File: config.mk
export PLATFORM = sky130hd
export DESIGN_NAME = note_sequencer
export DESIGN_NICKNAME = d
export VERILOG_FILES = /design/src/rtl/note_seq_pkg.sv /design/src/rtl/seq_addr_counter.sv /design/src/rtl/note_sequencer.sv
export SDC_FILE = /design/constraint.sdc
export NUM_CORES = 1
export LEC_CHECK = 0
export ABC_AREA = 1
export CAP_MARGIN = 20
export CORE_MARGIN = 3
export CORE_UTILIZATION = 30
export CTS_CLUSTER_DIAMETER = 30
export DETAILED_ROUTE_END_ITERATION = 7
export PLACE_DENSITY = 0.68
export SETUP_SLACK_MARGIN = 0.3
export SLEW_MARGIN = 10
export SYNTH_ARGS = -nofsm -noshare
export SYNTH_HDL_FRONTEND = slang
export SYNTH_SLANG_ARGS = --single-unit
export TNS_END_PERCENT = 100
File: constraint.sdc
create_clock -name clk -period 4.8 [get_ports clk]
set_clock_uncertainty 0.2 [all_clocks]
set_input_delay 0.48 -clock clk [delete_from_list [all_inputs] [get_ports clk]]
set_output_delay 0.48 -clock clk [all_outputs]
set_load 0.01 [all_outputs]
File: src/rtl/note_seq_pkg.sv
// Shared types and default sizes for the note record/playback sequencer.
package note_seq_pkg;

   localparam int unsigned NOTE_W_DEF = 32;
   localparam int unsigned ADDR_W_DEF = 6;
   localparam int unsigned DEPTH      = 2 ** ADDR_W_DEF;

   typedef enum logic [1:0] {
      StIdle = 2'd0,
      StRec  = 2'd1,
      StPlay = 2'd2
   } seq_state_e;

endpackage

File: src/rtl/seq_addr_counter.sv
// Note RAM pointer: clear has priority over increment; terminal flags the last entry.
module seq_addr_counter #(
   parameter int unsigned ADDR_W = 6
) (
   input  logic              clk_i,
   input  logic              reset_i,
   input  logic              clr_i,
   input  logic              inc_i,
   output logic [ADDR_W-1:0] ptr_o,
   output logic              terminal_o
);

   logic [ADDR_W-1:0] ptr_d, ptr_q;

   always_comb begin
      ptr_d = ptr_q;
      if (clr_i) begin
         ptr_d = '0;
      end else if (inc_i) begin
         ptr_d = ptr_q + ADDR_W'(1);
      end
   end

   always_ff @(posedge clk_i) begin
      if (reset_i) begin
         ptr_q <= '0;
      end else begin
         ptr_q <= ptr_d;
      end
   end

   assign ptr_o      = ptr_q;
   assign terminal_o = (ptr_q == '1);

endmodule

File: src/rtl/note_sequencer.sv
// Record/playback sequencer driving the external note RAM.
// Define NOTE_SEQ_LOOP_EN to add the loop input (wrap playback with a gap beat).
module note_sequencer
   import note_seq_pkg::*;
#(
   parameter int unsigned NOTE_W = NOTE_W_DEF,
   parameter int unsigned ADDR_W = ADDR_W_DEF
) (
   input  logic              clk,
   input  logic              reset,
   input  logic              beat,
   input  logic              start_record,
   input  logic              start_play,
   input  logic              stop,
`ifdef NOTE_SEQ_LOOP_EN
   input  logic              loop,
`endif
   input  logic [NOTE_W-1:0] note_in,
   input  logic [NOTE_W-1:0] ram_q,
   output logic [ADDR_W-1:0] ram_address,
   output logic              ram_wren,
   output logic [NOTE_W-1:0] ram_data,
   output logic [NOTE_W-1:0] note_out,
   output logic [ADDR_W:0]   length,
   output logic [1:0]        state,
   output logic              full,
   output logic              done
);

   seq_state_e        state_d, state_q;
   logic [ADDR_W:0]   length_d, length_q;
   logic [NOTE_W-1:0] note_out_d, note_out_q;
   logic              full_d, full_q;
   logic              done_d, done_q;
   logic              ptr_hi_d, ptr_hi_q;
   logic              ptr_clr, ptr_inc, ptr_term, end_play;
   logic [ADDR_W-1:0] ptr;
   logic [ADDR_W:0]   played;

   seq_addr_counter #(
      .ADDR_W (ADDR_W)
   ) u_ptr (
      .clk_i      (clk),
      .reset_i    (reset),
      .clr_i      (ptr_clr),
      .inc_i      (ptr_inc),
      .ptr_o      (ptr),
      .terminal_o (ptr_term)
   );

   // ptr_hi extends the pointer so a 64-note playback can reach length==64.
   assign played = {ptr_hi_q, ptr};

`ifdef NOTE_SEQ_LOOP_EN
   assign end_play = !loop;
`else
   assign end_play = 1'b1;
`endif

   always_comb begin
      state_d    = state_q;
      length_d   = length_q;
      note_out_d = note_out_q;
      full_d     = full_q;
      done_d     = 1'b0;
      ptr_hi_d   = ptr_hi_q;
      ptr_clr    = 1'b0;
      ptr_inc    = 1'b0;
      ram_wren   = 1'b0;
      unique case (state_q)
         StIdle: begin
            ptr_clr  = 1'b1;
            ptr_hi_d = 1'b0;
            if (start_record) begin
               state_d  = StRec;
               length_d = '0;
               full_d   = 1'b0;
            end else if (start_play && (length_q != '0)) begin
               state_d    = StPlay;
               note_out_d = '0;
            end
         end
         StRec: begin
            if (stop) begin
               state_d = StIdle;
               done_d  = 1'b1;
               ptr_clr = 1'b1;
            end else if (beat) begin
               ram_wren = 1'b1;
               ptr_inc  = 1'b1;
               length_d = {1'b0, ptr} + (ADDR_W + 1)'(1);
               if (ptr_term) begin
                  full_d  = 1'b1;
                  state_d = StIdle;
                  done_d  = 1'b1;
                  ptr_clr = 1'b1;
               end
            end
         end
         StPlay: begin
            if (stop) begin
               note_out_d = '0;
               state_d    = StIdle;
               done_d     = 1'b1;
               ptr_clr    = 1'b1;
               ptr_hi_d   = 1'b0;
            end else if (beat) begin
               if (played == length_q) begin
                  note_out_d = '0;
                  ptr_clr    = 1'b1;
                  ptr_hi_d   = 1'b0;
                  if (end_play) begin
                     state_d = StIdle;
                     done_d  = 1'b1;
                  end
               end else begin
                  note_out_d = ram_q;
                  ptr_inc    = 1'b1;
                  if (ptr_term) begin
                     ptr_hi_d = 1'b1;
                  end
               end
            end
         end
         default: begin
            state_d = StIdle;
            ptr_clr = 1'b1;
         end
      endcase
      if (reset) begin
         ram_wren = 1'b0;
      end
   end

   always_ff @(posedge clk) begin
      if (reset) begin
         state_q    <= StIdle;
         length_q   <= '0;
         note_out_q <= '0;
         full_q     <= 1'b0;
         done_q     <= 1'b0;
         ptr_hi_q   <= 1'b0;
      end else begin
         state_q    <= state_d;
         length_q   <= length_d;
         note_out_q <= note_out_d;
         full_q     <= full_d;
         done_q     <= done_d;
         ptr_hi_q   <= ptr_hi_d;
      end
   end

   assign ram_address = ptr;
   assign ram_data    = note_in;
   assign note_out    = note_out_q;
   assign length      = length_q;
   assign state       = state_q;
   assign full        = full_q;
   assign done        = done_q;

endmodule

; ---- Word-level counts from Yosys, hierarchy flattened
; Index checks and enable logic that the tools add are counted.
[word_totals]
wordCells = 80
output_inout_bits = 82
ff_bits = 50
[op_classes]
mux = 44
addsub = 2
n_eq_ne = 16
reduce_logical = 11
[op_table]
columns = cell, count
row1 = 32-bit 2-to-1 mux, 5
row2 = 32-bit case mux with 2 select lines, 1
row3 = 7-bit 2-to-1 mux, 3
row4 = 1-bit 2-to-1 mux, 20
row5 = 2-bit 2-to-1 mux, 8
row6 = 3-bit != test (second input constant), 5
row7 = 7-bit case mux with 2 select lines, 1
row8 = 2-bit != test (second input constant), 6
row9 = 1-bit case mux with 2 select lines, 5
row10 = 5-bit AND reduction, 2
row11 = 4-bit AND reduction, 2
row12 = 6-bit by 1-bit adder with 7-bit output (second input constant), 1
row13 = 7-bit equality test, 1
row14 = 7-bit nonzero test, 1
row15 = 6-bit by 1-bit adder with 6-bit output (second input constant), 1
row16 = 6-bit equality test (second input constant), 1
row17 = 2-bit case mux with 3 select lines, 1
row18 = 4-bit != test (second input constant), 1
row19 = 2-bit nonzero test, 2
row20 = 3-bit AND reduction, 1
row21 = 2-bit by 1-bit equality test with 1-bit output (second input constant), 1
row22 = 2-bit equality test (second input constant), 1
row23 = 2-bit logical NOT, 1
row24 = 2-bit OR reduction, 1
row25 = 1-bit logical AND, 1

; ---- Depth between registers and ports, before layout
[depth]
depth_word = 6
mapped_depth = 12

; ---- Modules after synthesis
; Synthesis repeated with hierarchy kept, for this count alone.
[unflattened]
hier_cells = 369
area_unflattened_um2 = 2636.3
[modules_own_cells]
columns = mod, area_per_inst_um2, instances, cells_per_inst, seq_area_each_um2
row1 = note_sequencer, 2368.5, 1, 332, 880.8
row2 = seq_addr_counter, 267.8, 1, 37, 120.1

; ---- Least setup slack after synthesis
; OpenSTA, ideal clock, no wires.
[synth_timing]
path_type = register to register
start = reg state_q[0], in the netlist state[0]
end = reg note_out_q[10], in the netlist note_out[10]
synth_period_minus_slack_ns = 1.839
path_buffers = 1
path_slack_ns = 2.961
path_stages_with_launch = 11
setup_time_ns = 0.065
t_required_ns = 4.535
arrival_time_ns = 1.574
path_cell_list = dfxtp_1 > inv_1 > ha_1 > nand2_2 > o21ai_1 > inv_2 > nand3_4 > buf_4 > nor3_2 > a21oi_1 > nor2_1
[synth_via]
elab_chain_cells = 3
word_cells_on_any_way = 8
classes_between = 4 x eq/ne / 1 x mux / 3 x reduce/logical
[synth_lines]
columns = item, line_no
row1 = from (decl), note_sequencer.sv:30  ; seq_state_e state_d, state_q;
row2 = from (signal assigned), note_sequencer.sv:137  ; state_q <= StIdle;
row3 = from (signal assigned), note_sequencer.sv:144  ; state_q <= state_d;
row4 = 2-bit equality test or 2-bit logical NOT (tied branches), note_sequencer.sv:70  ; unique case (state_q)
row5 = 3-bit != test (no line) (tied with other cells), -
row6 = 4-bit AND reduction (no line), -
row7 = to (signal assigned), note_sequencer.sv:146  ; note_out_q <= note_out_d;
row8 = to (decl), note_sequencer.sv:32  ; logic [NOTE_W-1:0] note_out_d, note_out_q;
; Parallel ways exist; a longest one is shown, timed or not.
; A chain may end at the register's enable or synchronous reset.

; ---- Worst setup path in the final report
[layout_timing]
start = in reset
end = out ram_wren
[layout_via]
elab_chain_cells = 1
[layout_lines]
columns = item, line_no
row1 = from (decl), note_sequencer.sv:10  ; input logic reset,
row2 = 1-bit 2-to-1 mux, note_sequencer.sv:130  ; if (reset) begin
row3 = to (decl), note_sequencer.sv:21  ; output logic ram_wren,
; No other way between the ends.

==> reports/results.txt <==
GRT Util Overall: 12.75%
Placer Congestion: 0.7503
H-tree depth: 2
Final Slew Violations: 0
Pwr/cell area: 245.5 nW/um2
CP max stage delay: 500 ps
CTS tree: yes
CTS resizes: 0
ANT nets after route: 0
Final core occ: 40.10%
Total power: 0.8668 mW
Commonest non-fill, non-tap cells in the layout: 87 x clkdlybuf4s50_1, 52 x nor2_1, 50 x nand2_1, 50 x dfxtp_1, 47 x inv_1
Cell taking the most area after synthesis: dfxtp_1
I/O pin count: 152
Synth warnings: 0
Clock buffer depth: 2
Worst-path cell chain: clkdlybuf4s50_1 > buf_4 > nor2_1 > clkdlybuf4s50_1
Finished Layout Cells: 523
Footprint of the multi-input gates: 1230 um2
Data required time at the worst endpoint: 4120 ps
Worst skew pair latency: 300 ps
Layout Nets: 488
Final Hold Violating Endpoints: 0
Initial antenna violation count: 0
Minimum clock period: 2659 ps
Congestion Overflow GR: 0
Max VDD drop: 0.0001140 V
Num CTS Buffers: 5
CTS clk-pin slew, worst paths: 100 ps
Setup TNS: 0 ps
Yosys cell types: 28
Die Y: 101.8 um
Clock sink total: 50
Starting Density: 31.26%
RSZ-0062 raised after global routing: false
DR vias/cell: 4.403
Critical path arrival: 1980 ps
Leak pwr: 1.434 nW
Synth-to-Final Area Change: 28.27%
Avg WL per Cell: 12.50 um
Num rows: 34
Status: finished clean
Layout cell share with drive strength beyond 1: 12.05%
Asr flop ratio synth: 0%
Register area: 1001 um2
Root buf cell: clkbuf_8
Seq/Total Area, Yosys: 36.36%
Main flop type after synthesis: dfxtp_1
CP max-delay cell: clkdlybuf4s50_1
Port bufs: 87
Drt total wl: 6540 um
Post-DP HPWL: 4789 um
Synth area leaders: dfxtp_1 36%, nor3_2 10%, buf_4 9.5%
Setup CP Type: in -> out
CP endpoint kind: output pin
Post-synth EDFFs: 0
Fmax: 376.1 MHz
Largest net degree at the start of global routing: 65
Drc violations: 0
Initial DRC Count: 101
Gate Count Post-Synth: 365
Setup Fix Bufs, Post-CTS: 0
Most common cell after layout, fill and taps aside: clkdlybuf4s50_1
First-pass GRT wire length: 10690 um
Crit-path max FO: 44
Syn Area/Cell: 7.541 um2
Final cycle utilization of the critical path: 55.39%
Chip Width: 101.8 um
Die ar.: 10360 um2
Worst hold path type: reg -> reg
Worst-Margin Slew: 848.1 ps
#FFs+latches synth: 50
Vias in the first global route: 2292
Max-cap violations: 0
Setup Viol. Count Final: 0
Final-layout fill cell count: 896
Placed Cells: 515
Diodes inserted: 0
CP dominant cell by count: clkdlybuf4s50_1
Vias: 2303
Post-Syn Nets: 439
Core ar.: 8806 um2
Slew margin rel.: 43.46%
Synth top area share: 36.36%
Synthesized area: 2753 um2
Worst setup SP type: primary input
First-pass DRT Iterations: 4
Hold-fix buffers at CTS: 0
==> power by group <==
group	internal (mW)	total, mW	leakage (nW)	switching [mW]
logic	0.0632	0.188	0.982	0.124
registers	0.419	0.423	0.403	0.00389
clock network	0.107	0.256	0.0491	0.149
total	0.590	0.867	1.43	0.277
==> path summary, 6_finish.rpt <==
| path | cells after the start | to | slack, ps | start |
|---|---|---|---|---|
| min | 2 | note_out[22] | 290 | note_out[22] |
| min reg2reg | 2 | note_out[22] | 290 | note_out[22] |
| max | 4 | ram_wren | 2140 | reset |
| max reg2reg | 9 | note_out[3] | 2290 | state[0] |
==> metrics by stage <==
step / instance area [um2] / setup WS [ps] / hold WS (ps)
2_1_floorplan: 2753 / 2961 / 298.7
3_3_place_gp: 3436 / 2020 / 267.2
3_5_place_dp: 3436 / 1974 / 274.8
4_1_cts: 3531 / 2127 / 301.4
5_1_grt: 3531 / 1965 / 325.4
6_report: 3531 / 2141 / 294.3
==> logic make-up after synthesis <==
family / synth area share, %
simple gates: 31.14
buf+inv: 18.95
flops: 36.36
compound gates: 9.182
xor+xnor: 2.546
fa+ha+maj: 1.818
==> synthesized netlist by cell type (5+ instances only) <==
cell type and instances:
inv_1 47, nand2_1 50, buf_4 35, nor2_1 52, a21oi_1 45, nand3_1 6
xor2_1 5, clkbuf_1 5, dfxtp_1 50, nor3_2 28
==> worst max-delay path, delay by kind of cell <==
family / cells / cell delay (ps)
buf+inv: 3 / 1370
simple gates: 1 / 120
==> metal layers <==
layer  global-route usage (%)  up-vias  routed length, um
met2                    20.82       65               3149
met4                    3.170        0                 32
li1                         -     1207                  -
met1                    16.26     1025               2896
met3                    4.201        6                462
met5                        0        -                  0
==> final cells by class <==
class | instances | share of cell area [%]
repair buffers | 88 | 24.88
flip-flops and latches | 50 | 28.35
clock buffers | 5 | 1.949
well taps | 108 | 3.827
clock inverters | 3 | 0.7442
multi-input cells | 218 | 34.83
inverters | 51 | 5.422
==> flip-flops by register name, summed over array words and instances, names as in the netlist <==
| register | flops |
|---|---|
| done | 1 |
| full | 1 |
| length | 7 |
| note_out | 32 |
| ptr_hi_q | 1 |
| state | 2 |
| u_ptr.ptr_o | 6 |
Note: power is estimated with default switching activity, not from simulation.
